--- src/rtl/bus_pkg.sv ---
// Shared types and defaults for the two-master bus arbiter.
package bus_pkg;

  typedef enum logic [1:0] {IDLE, GRANTED, TURNAROUND} arb_state_t;
  typedef enum logic {M1 = 1'b0, M2 = 1'b1} master_id_t;

  localparam int TIMEOUT = 8;

  function automatic master_id_t other(input master_id_t m);
    return (m == M1) ? M2 : M1;
  endfunction

endpackage

--- src/rtl/bus_arbiter_counter.sv ---
// Saturating up-counter with synchronous clear, used for the idle-bus timeout.
module bus_arbiter_counter #(
  parameter int W = 4
) (
  input  logic         CLK,
  input  logic         RSTN,
  input  logic         rst,
  input  logic         incr,
  output logic [W-1:0] count
);

  always_ff @(posedge CLK or negedge RSTN) begin
    if (!RSTN)                      count <= '0;
    else if (rst)                   count <= '0;
    else if (incr && count != '1)   count <= count + 1'b1;
  end

endmodule

--- src/rtl/bus_arbiter.sv ---
// Two-master bus arbiter: round-robin grants, split-transaction tracking,
// idle-bus timeout and a mandatory turnaround gap between grants.
module bus_arbiter
  import bus_pkg::*;
#(
  parameter int TIMEOUT = bus_pkg::TIMEOUT
) (
  input  logic CLK,
  input  logic RSTN,
  input  logic M1_BREQ,
  input  logic M2_BREQ,
  input  logic B_UTIL,
  input  logic SPLIT,
  input  logic SPLIT_DONE,
  output logic M1_BGRANT,
  output logic M2_BGRANT,
  output logic MSEL,
  output logic B_BUSY,
  output logic B_SPLIT
);

  localparam int CW = $clog2(TIMEOUT + 1);
  localparam logic [CW-1:0] TO_LAST = CW'(TIMEOUT - 1);

  arb_state_t state;
  master_id_t owner, last_owner, split_owner, prio_id;
  logic       split_pend, prio_vld;
  logic [CW-1:0] idle_cnt;

  logic       done_now, pend_eff, prio_now, elig1, elig2, own_req, split_take, to_hit;
  logic       cnt_rst, cnt_incr;
  master_id_t prio_m, winner;

  // SPLIT_DONE takes effect before anything else sampled on the same edge.
  always_comb begin
    done_now   = split_pend & SPLIT_DONE;
    pend_eff   = split_pend & ~SPLIT_DONE;
    prio_now   = prio_vld | done_now;
    prio_m     = done_now ? split_owner : prio_id;
    elig1      = M1_BREQ & ~(pend_eff & (split_owner == M1));
    elig2      = M2_BREQ & ~(pend_eff & (split_owner == M2));
    if (prio_now && ((prio_m == M1) ? elig1 : elig2)) winner = prio_m;
    else if (elig1 && elig2)                           winner = other(last_owner);
    else                                               winner = elig2 ? M2 : M1;
    own_req    = (owner == M1) ? M1_BREQ : M2_BREQ;
    split_take = SPLIT & ~pend_eff;
    to_hit     = ~B_UTIL & (idle_cnt == TO_LAST);
    cnt_rst    = (state != GRANTED) | B_UTIL;
    cnt_incr   = (state == GRANTED) & ~B_UTIL;
  end

  bus_arbiter_counter #(.W(CW)) u_idle_cnt (
    .CLK   (CLK),
    .RSTN  (RSTN),
    .rst   (cnt_rst),
    .incr  (cnt_incr),
    .count (idle_cnt)
  );

  always_ff @(posedge CLK or negedge RSTN) begin
    if (!RSTN) begin
      state       <= IDLE;
      owner       <= M1;
      last_owner  <= M2;
      split_owner <= M1;
      split_pend  <= 1'b0;
      prio_vld    <= 1'b0;
      prio_id     <= M1;
      M1_BGRANT   <= 1'b0;
      M2_BGRANT   <= 1'b0;
    end else begin
      if (done_now) begin
        split_pend <= 1'b0;
        prio_vld   <= 1'b1;
        prio_id    <= split_owner;
      end
      case (state)
        IDLE: if (elig1 || elig2) begin
          state      <= GRANTED;
          owner      <= winner;
          last_owner <= winner;
          M1_BGRANT  <= (winner == M1);
          M2_BGRANT  <= (winner == M2);
          prio_vld   <= 1'b0;
        end
        GRANTED: begin
          // A split wins over a simultaneous request drop or timeout.
          if (split_take) begin
            split_owner <= owner;
            split_pend  <= 1'b1;
          end
          if (split_take || !own_req || to_hit) begin
            state     <= TURNAROUND;
            M1_BGRANT <= 1'b0;
            M2_BGRANT <= 1'b0;
          end
        end
        TURNAROUND: state <= IDLE;
        default:    state <= IDLE;
      endcase
    end
  end

  assign MSEL    = owner;
  assign B_SPLIT = split_pend;
  assign B_BUSY  = M1_BGRANT | M2_BGRANT;

endmodule
--- config.mk ---
export PLATFORM = sky130hd
export DESIGN_NAME = bus_arbiter
export DESIGN_NICKNAME = d
export VERILOG_FILES = /design/src/rtl/bus_pkg.sv /design/src/rtl/bus_arbiter_counter.sv /design/src/rtl/bus_arbiter.sv
export SDC_FILE = /design/constraint.sdc
export NUM_CORES = 1
export LEC_CHECK = 0
export ABC_AREA = 1
export BUFFER_PORTS_ARGS = -buffer_cell sky130_fd_sc_hd__buf_2
export CORE_MARGIN = 2
export CORE_UTILIZATION = 53
export CTS_CLUSTER_DIAMETER = 80
export DETAILED_ROUTE_END_ITERATION = 6
export PLACE_DENSITY = 0.75
export SLEW_MARGIN = 40
export SYNTH_ARGS = -nofsm -noshare
export SYNTH_HDL_FRONTEND = slang
export SYNTH_HIERARCHICAL = 1
export SYNTH_SLANG_ARGS = --single-unit
--- constraint.sdc ---
create_clock -name CLK -period 1.29 [get_ports CLK]
set_input_delay 0.129 -clock CLK [delete_from_list [all_inputs] [get_ports CLK]]
set_output_delay 0.129 -clock CLK [all_outputs]
set_load 0.1 [all_outputs]
# Word level (Yosys, flattened, before mapping)
# Cells that the tools add are included.
# Widths: inputs -> output; s select.
# classes
add_sub_neg,1
n_eq_ne,6
n_mux,23
bitwise_logic,19
reduce_logical,14
# ops
cell,n
$mux 1,16
$and 1x1->1,9
$mux 4,2
$not 1->1,7
$reduce_and 2->1,3
$add 4x1->4 const B,1
$eq 4x3->1 const B,1
$mux 2,2
$ne 2x1->1 const B,2
$ne 4x4->1 const B,1
$pmux 1 s2,2
$pmux 2 s2,1
$reduce_bool 2->1,2
$logic_and 1x1->1,3
$logic_or 1x1->1,3
$or 1x1->1,3
$reduce_and 3->1,1
$eq 2x1->1 const B,1
$logic_not 2->1,1
$ne 2x2->1 const B,1
$logic_not 1->1,1
# word_totals
regBits,14
input_bits,7
out_inout_bits,5
elab_cells,73

# Longest topological paths before layout
# logic_depth
word_depth,11
ltp_mapped,9
depth_no_buf,9

# Modules after synthesis
# The synthesis kept the hierarchy.
# modules_own_cells
module,n_inst,cells_each,area_each_um2,seq_area_each_um2
bus_arbiter,1,67,524.3,251.5
bus_arbiter_counter,1,29,222.7,100.1

# Worst setup path before layout
# OpenSTA, ideal clock, no wires.
# synth_path
path_type,flip-flop to flip-flop
from,register split_pend (netlist: B_SPLIT)
to,register M2_BGRANT
setup_time_ns,0.067
t_arrival_ns,1.629
required_ns,1.223
path_slack_ns,-0.406
path_stages_with_launch,7
path_buffers,0
synth_period_minus_slack_ns,1.696
cell_sequence,dfrtp_1 nand2_1 a21oi_2 nand3_2 nand3_1 nand2_1 nand2_1
# synth_between
elab_chain_cells,9
elab_cells_between_ends,26
cone_classes,2 x eq/ne; 7 x mux; 11 x bitwise; 6 x reduce/logical
# synth_rtl
item,line_no,source
"start, declared",bus_arbiter.sv:27,"logic split_pend, prio_vld;"
"start signal, assigned",bus_arbiter.sv:66,split_pend <= 1'b0;
"start signal, assigned",bus_arbiter.sv:73,split_pend <= 1'b0;
"start signal, assigned",bus_arbiter.sv:90,split_pend <= 1'b1;
$and 1x1->1,bus_arbiter.sv:37,pend_eff = split_pend & ~SPLIT_DONE;
"$and 1x1->1, on equally long branches","bus_arbiter.sv:41, bus_arbiter.sv:40",
"$not 1->1, on equally long branches","bus_arbiter.sv:41, bus_arbiter.sv:40",
"$and 1x1->1, on equally long branches","bus_arbiter.sv:41, bus_arbiter.sv:40",
"$mux 1, or another cell as far along",bus_arbiter.sv:44,else winner = elig2 ? M2 : M1;
$mux 1 or $logic_and 1x1->1 (tied branches),"bus_arbiter.sv:43, bus_arbiter.sv:42",
$mux 1,bus_arbiter.sv:42,if (prio_now && ((prio_m == M1) ? elig1 : elig2)) winner = prio_m;
$mux 1,bus_arbiter.sv:78,IDLE: if (elig1 || elig2) begin
$pmux 1 s2,bus_arbiter.sv:77,case (state)
"end signal, assigned",bus_arbiter.sv:83,M2_BGRANT <= (winner == M2);
"end, declared",bus_arbiter.sv:16,"output logic M2_BGRANT,"
# Parallel ways exist; a longest one is shown, timed or not. The select of a mux whose other input is x is not followed.
# A chain may end at the register's enable or synchronous reset.

# Final worst setup path
# layout_path
from,register M1_BGRANT
to,output port B_BUSY
# layout_between
elab_chain_cells,1
# layout_rtl
item,line_no,source
"start, declared",bus_arbiter.sv:15,"output logic M1_BGRANT,"
"start signal, assigned",bus_arbiter.sv:82,M1_BGRANT <= (winner == M1);
$or 1x1->1,bus_arbiter.sv:106,assign B_BUSY = M1_BGRANT | M2_BGRANT;
"end, declared",bus_arbiter.sv:18,"output logic B_BUSY,"
# No other way between the ends.

==> summary.md <==
Synthesis instantiated 20 different standard cells from the library. The post-detailed-route wirelength per cell works out to 11.62 um. The final-report hold violation count was 0; the TritonCTS sink count was 14. The fraction of post-synthesis cell area in the top cell type by area is 0.4355. The proportion of layout cells with a drive suffix above 1 works out to 0.3684. The tightest min-delay check is of the in -> reg type. The worst-case IR drop observed on VDD is 0.001988 V. Across the run, the number of max-cap violations was 0. The number of pins with negative max-slew slack in the final report was 0; the final net count was 123. After clock tree synthesis, the clock-pin slew on the worst setup and hold paths is 0.09 ns. The run gives 0 as the sum of overflow across all layers after global routing. Critical path endpoint category: an output pin. The worst clock skew was 0.02015 ns; the final clock period utilization by the worst path was 0.9773.

The starting DRC count in detailed routing is 16. The power density over the cells came out at 2612 nW/um2. The placed instances occupy a cell area of 853.3 um2. Subtracting the final worst setup slack from the clock period gives 1.261 ns. Kind of start point of the critical path: a flip-flop. The Yosys step of the flow raised 6 warnings.

Entering global routing, the biggest net connects 15 pins. The run gives 1301 um2 as the placeable core region. Dividing the synthesized area by the synthesized cell count gives 7.781 um2. The die is 41.54 um wide.

Detailed routing inserted a total of 650 vias. The tools report the starting density of the core as 0.5740. Setup slack on the worst reg-to-reg path comes out at 0.07 ns.

The initial antenna violation count is 0. The total global-route track usage is 0.1989. The final hold slack was 0.1626 ns; the slew at the pin closest to its max-slew limit was 0.4860 ns. The logs give 12 for the number of primary I/O pins and 0.4707 for the part of the Yosys area used for sequential elements. Before antenna repair, the detailed router went through 4 iterations. CTS placed an instance of sky130_fd_sc_hd__clkbuf_4 at the clock tree root. The CTS H-tree depth was 1; the summed area of non-filler cells in the final layout was 929.6 um2. The critical path is of the reg -> out type. The run finished with clean final reports. In this run the static leakage power is 0.5108 nW.

Of all nets on the critical path, the largest fanout is 3. The row count was 13; the die height was 41.54 um. In the post-synthesis netlist, the biggest area contributors are sky130_fd_sc_hd__dfrtp_1, sky130_fd_sc_hd__nand2_1, sky130_fd_sc_hd__inv_1, sky130_fd_sc_hd__nand3_1, sky130_fd_sc_hd__nand2_2. For the achievable frequency, the log shows 793.2 MHz.

The data arrival time at the worst-slack endpoint came out at 1.13 ns. The number of diodes added for antenna fixing was 0; the netlist area before placement was 747.0 um2. Summed over all instances, the cell type with the most area after synthesis is sky130_fd_sc_hd__dfrtp_1. Counting flops with a built-in enable in the synthesized netlist gives 0.

In this run, placement finished with an instance count of 123. In this run the deepest clock path goes through 2 buffers. Dividing the detail-routed via count by the number of cells gives 5.039.

Setup violations remaining at the end of the flow were counted as 0. The normalized max-slew margin is 0.6782, and the non-filler instance count after layout is 129. The number of global-route vias before repair is 605. The synthesized netlist cell count came out at 96.

For this run, design rule violations remaining after detail routing come to 0. The count of nets left with antenna violations once routing finished came out at 0. Among all flip-flop cells after synthesis, the most frequent one is sky130_fd_sc_hd__dfrtp_1. First-pass GRT wire length: 2.553 mm. Synthesis inferred 14 register bits.

At the end of routability-driven placement, the weighted congestion stood at 0.8441. During placement, the flow inserted port buffers numbering 11. Detailed placement finished with a half-perimeter wire length of 1.112 mm. Buffers inserted during clock tree synthesis total 3. The total routed wirelength was 1.499 mm; the area of the die was 1726 um2. Data on the critical path is required at its endpoint by 1.16 ns. The proportion of register bits with asynchronous set or reset after synthesis was 1.000.

TritonCTS built the clock tree. Post-synthesis net count: 104. The growth of design area from synthesis to finish is 24.46%. The clock reaches the later pin of the worst-skew pair after 0.29 ns.
==> synthesized netlist by cell type, types with 2 or more instances <==
cell type and count:
sky130_fd_sc_hd__nand3_1 9, sky130_fd_sc_hd__o21ai_0 3, sky130_fd_sc_hd__nand3_2 2, sky130_fd_sc_hd__a21oi_1 2, sky130_fd_sc_hd__nand2_2 5, sky130_fd_sc_hd__inv_1 15
sky130_fd_sc_hd__nand4_1 3, sky130_fd_sc_hd__nor2_1 5, sky130_fd_sc_hd__nand2_1 29, sky130_fd_sc_hd__dfrtp_1 13
==> final cells by class <==
class,instances,area [um2]
Clock buffer,4,26.28
Fill cell,111,371.6
Inverter,16,60.06
Multi-Input combinational cell,66,364.1
Sequential cell,14,359.1
Tap cell,15,18.77
Timing Repair Buffer,14,101.3
==> per-layer routing <==
| layer | part of all wire | wire length (um) | track usage |
|---|---|---|---|
| met3 | 0.054 | 81 | 0.08261 |
| met4 | 0.027 | 40 | 0.09032 |
| met5 | 0 | 0 | 0 |
| met2 | 0.45 | 677 | 0.2938 |
| met1 | 0.47 | 699 | 0.2536 |
==> cell families after synthesis <==
logic type,share of synthesized area
compound gates,0.06364
xor+xnor,0.01173
fa+ha+maj,0.01675
buf+inv,0.08039
flops,0.4707
simple gates,0.3568
==> worst max-delay path, stage by stage, from the launching register on <==
cell	delay (ns)
sky130_fd_sc_hd__dfrtp_2	0.43
sky130_fd_sc_hd__or2_4	0.23
sky130_fd_sc_hd__buf_6	0.18
==> path summary, 6_finish.rpt <==
kind | startpoint | cells after the start | to
setup / recovery | M1_BGRANT | 2 | B_BUSY
hold / removal | SPLIT_DONE | 3 | prio_id
setup reg to reg | state[1] | 7 | state[0]
hold reg to reg | prio_id | 2 | prio_id
max in group asynchronous | RSTN | 2 | last_owner
min in group asynchronous | RSTN | 2 | u_idle_cnt/count[3]
==> registers in the layout (all words and copies together), names as in the netlist <==
signal,cells
M1_BGRANT,1
state,2
M2_BGRANT,1
last_owner,1
MSEL,1
prio_vld,1
split_owner,1
u_idle_cnt/count,4
B_SPLIT,1
prio_id,1
==> power breakdown <==
| group | internal [mW] | switching, mW | total [mW] | leakage, nW |
|---|---|---|---|---|
| combinational | 0.402 | 0.997 | 1.40 | 0.320 |
| clock | 0.120 | 0.135 | 0.255 | 0.0150 |
| sequential | 0.625 | 0.150 | 0.775 | 0.175 |
| total | 1.15 | 1.28 | 2.43 | 0.511 |
==> placed cells by master, fill, tap and decap left out, types with 4 or more instances in the layout <==
cell type and count:
sky130_fd_sc_hd__buf_2 9, sky130_fd_sc_hd__dfrtp_1 9, sky130_fd_sc_hd__inv_1 12, sky130_fd_sc_hd__inv_2 4, sky130_fd_sc_hd__nand2_1 28, sky130_fd_sc_hd__nand2_2 5
sky130_fd_sc_hd__nand3_1 8
==> per-stage QoR <==
| stage | util | setup TNS (ns) | setup WS [ns] | total power, mW |
|---|---|---|---|---|
| after floorplan | - | 0 | 0.005344 | 1.770 |
| after global placement | 0.6558 | 0 | 0.03514 | 2.038 |
| after detailed placement | 0.6558 | 0 | 0.01582 | 2.062 |
| after CTS | 0.6904 | 0 | 0.02428 | 2.357 |
| after global routing | 0.7144 | -0.03251 | -0.01636 | 2.583 |
| final | 0.7144 | 0 | 0.02932 | 2.428 |
==> what timing repair did <==
action                     4_1_cts  5_1_grt
setup endpoints to repair        5       10
hold endpoints to repair        13        0
resized for setup                3        9
pin swaps                        0        1
hold buffers                     1        0
buffers inserted                 0        1
Power figures use the tool's default switching activity.
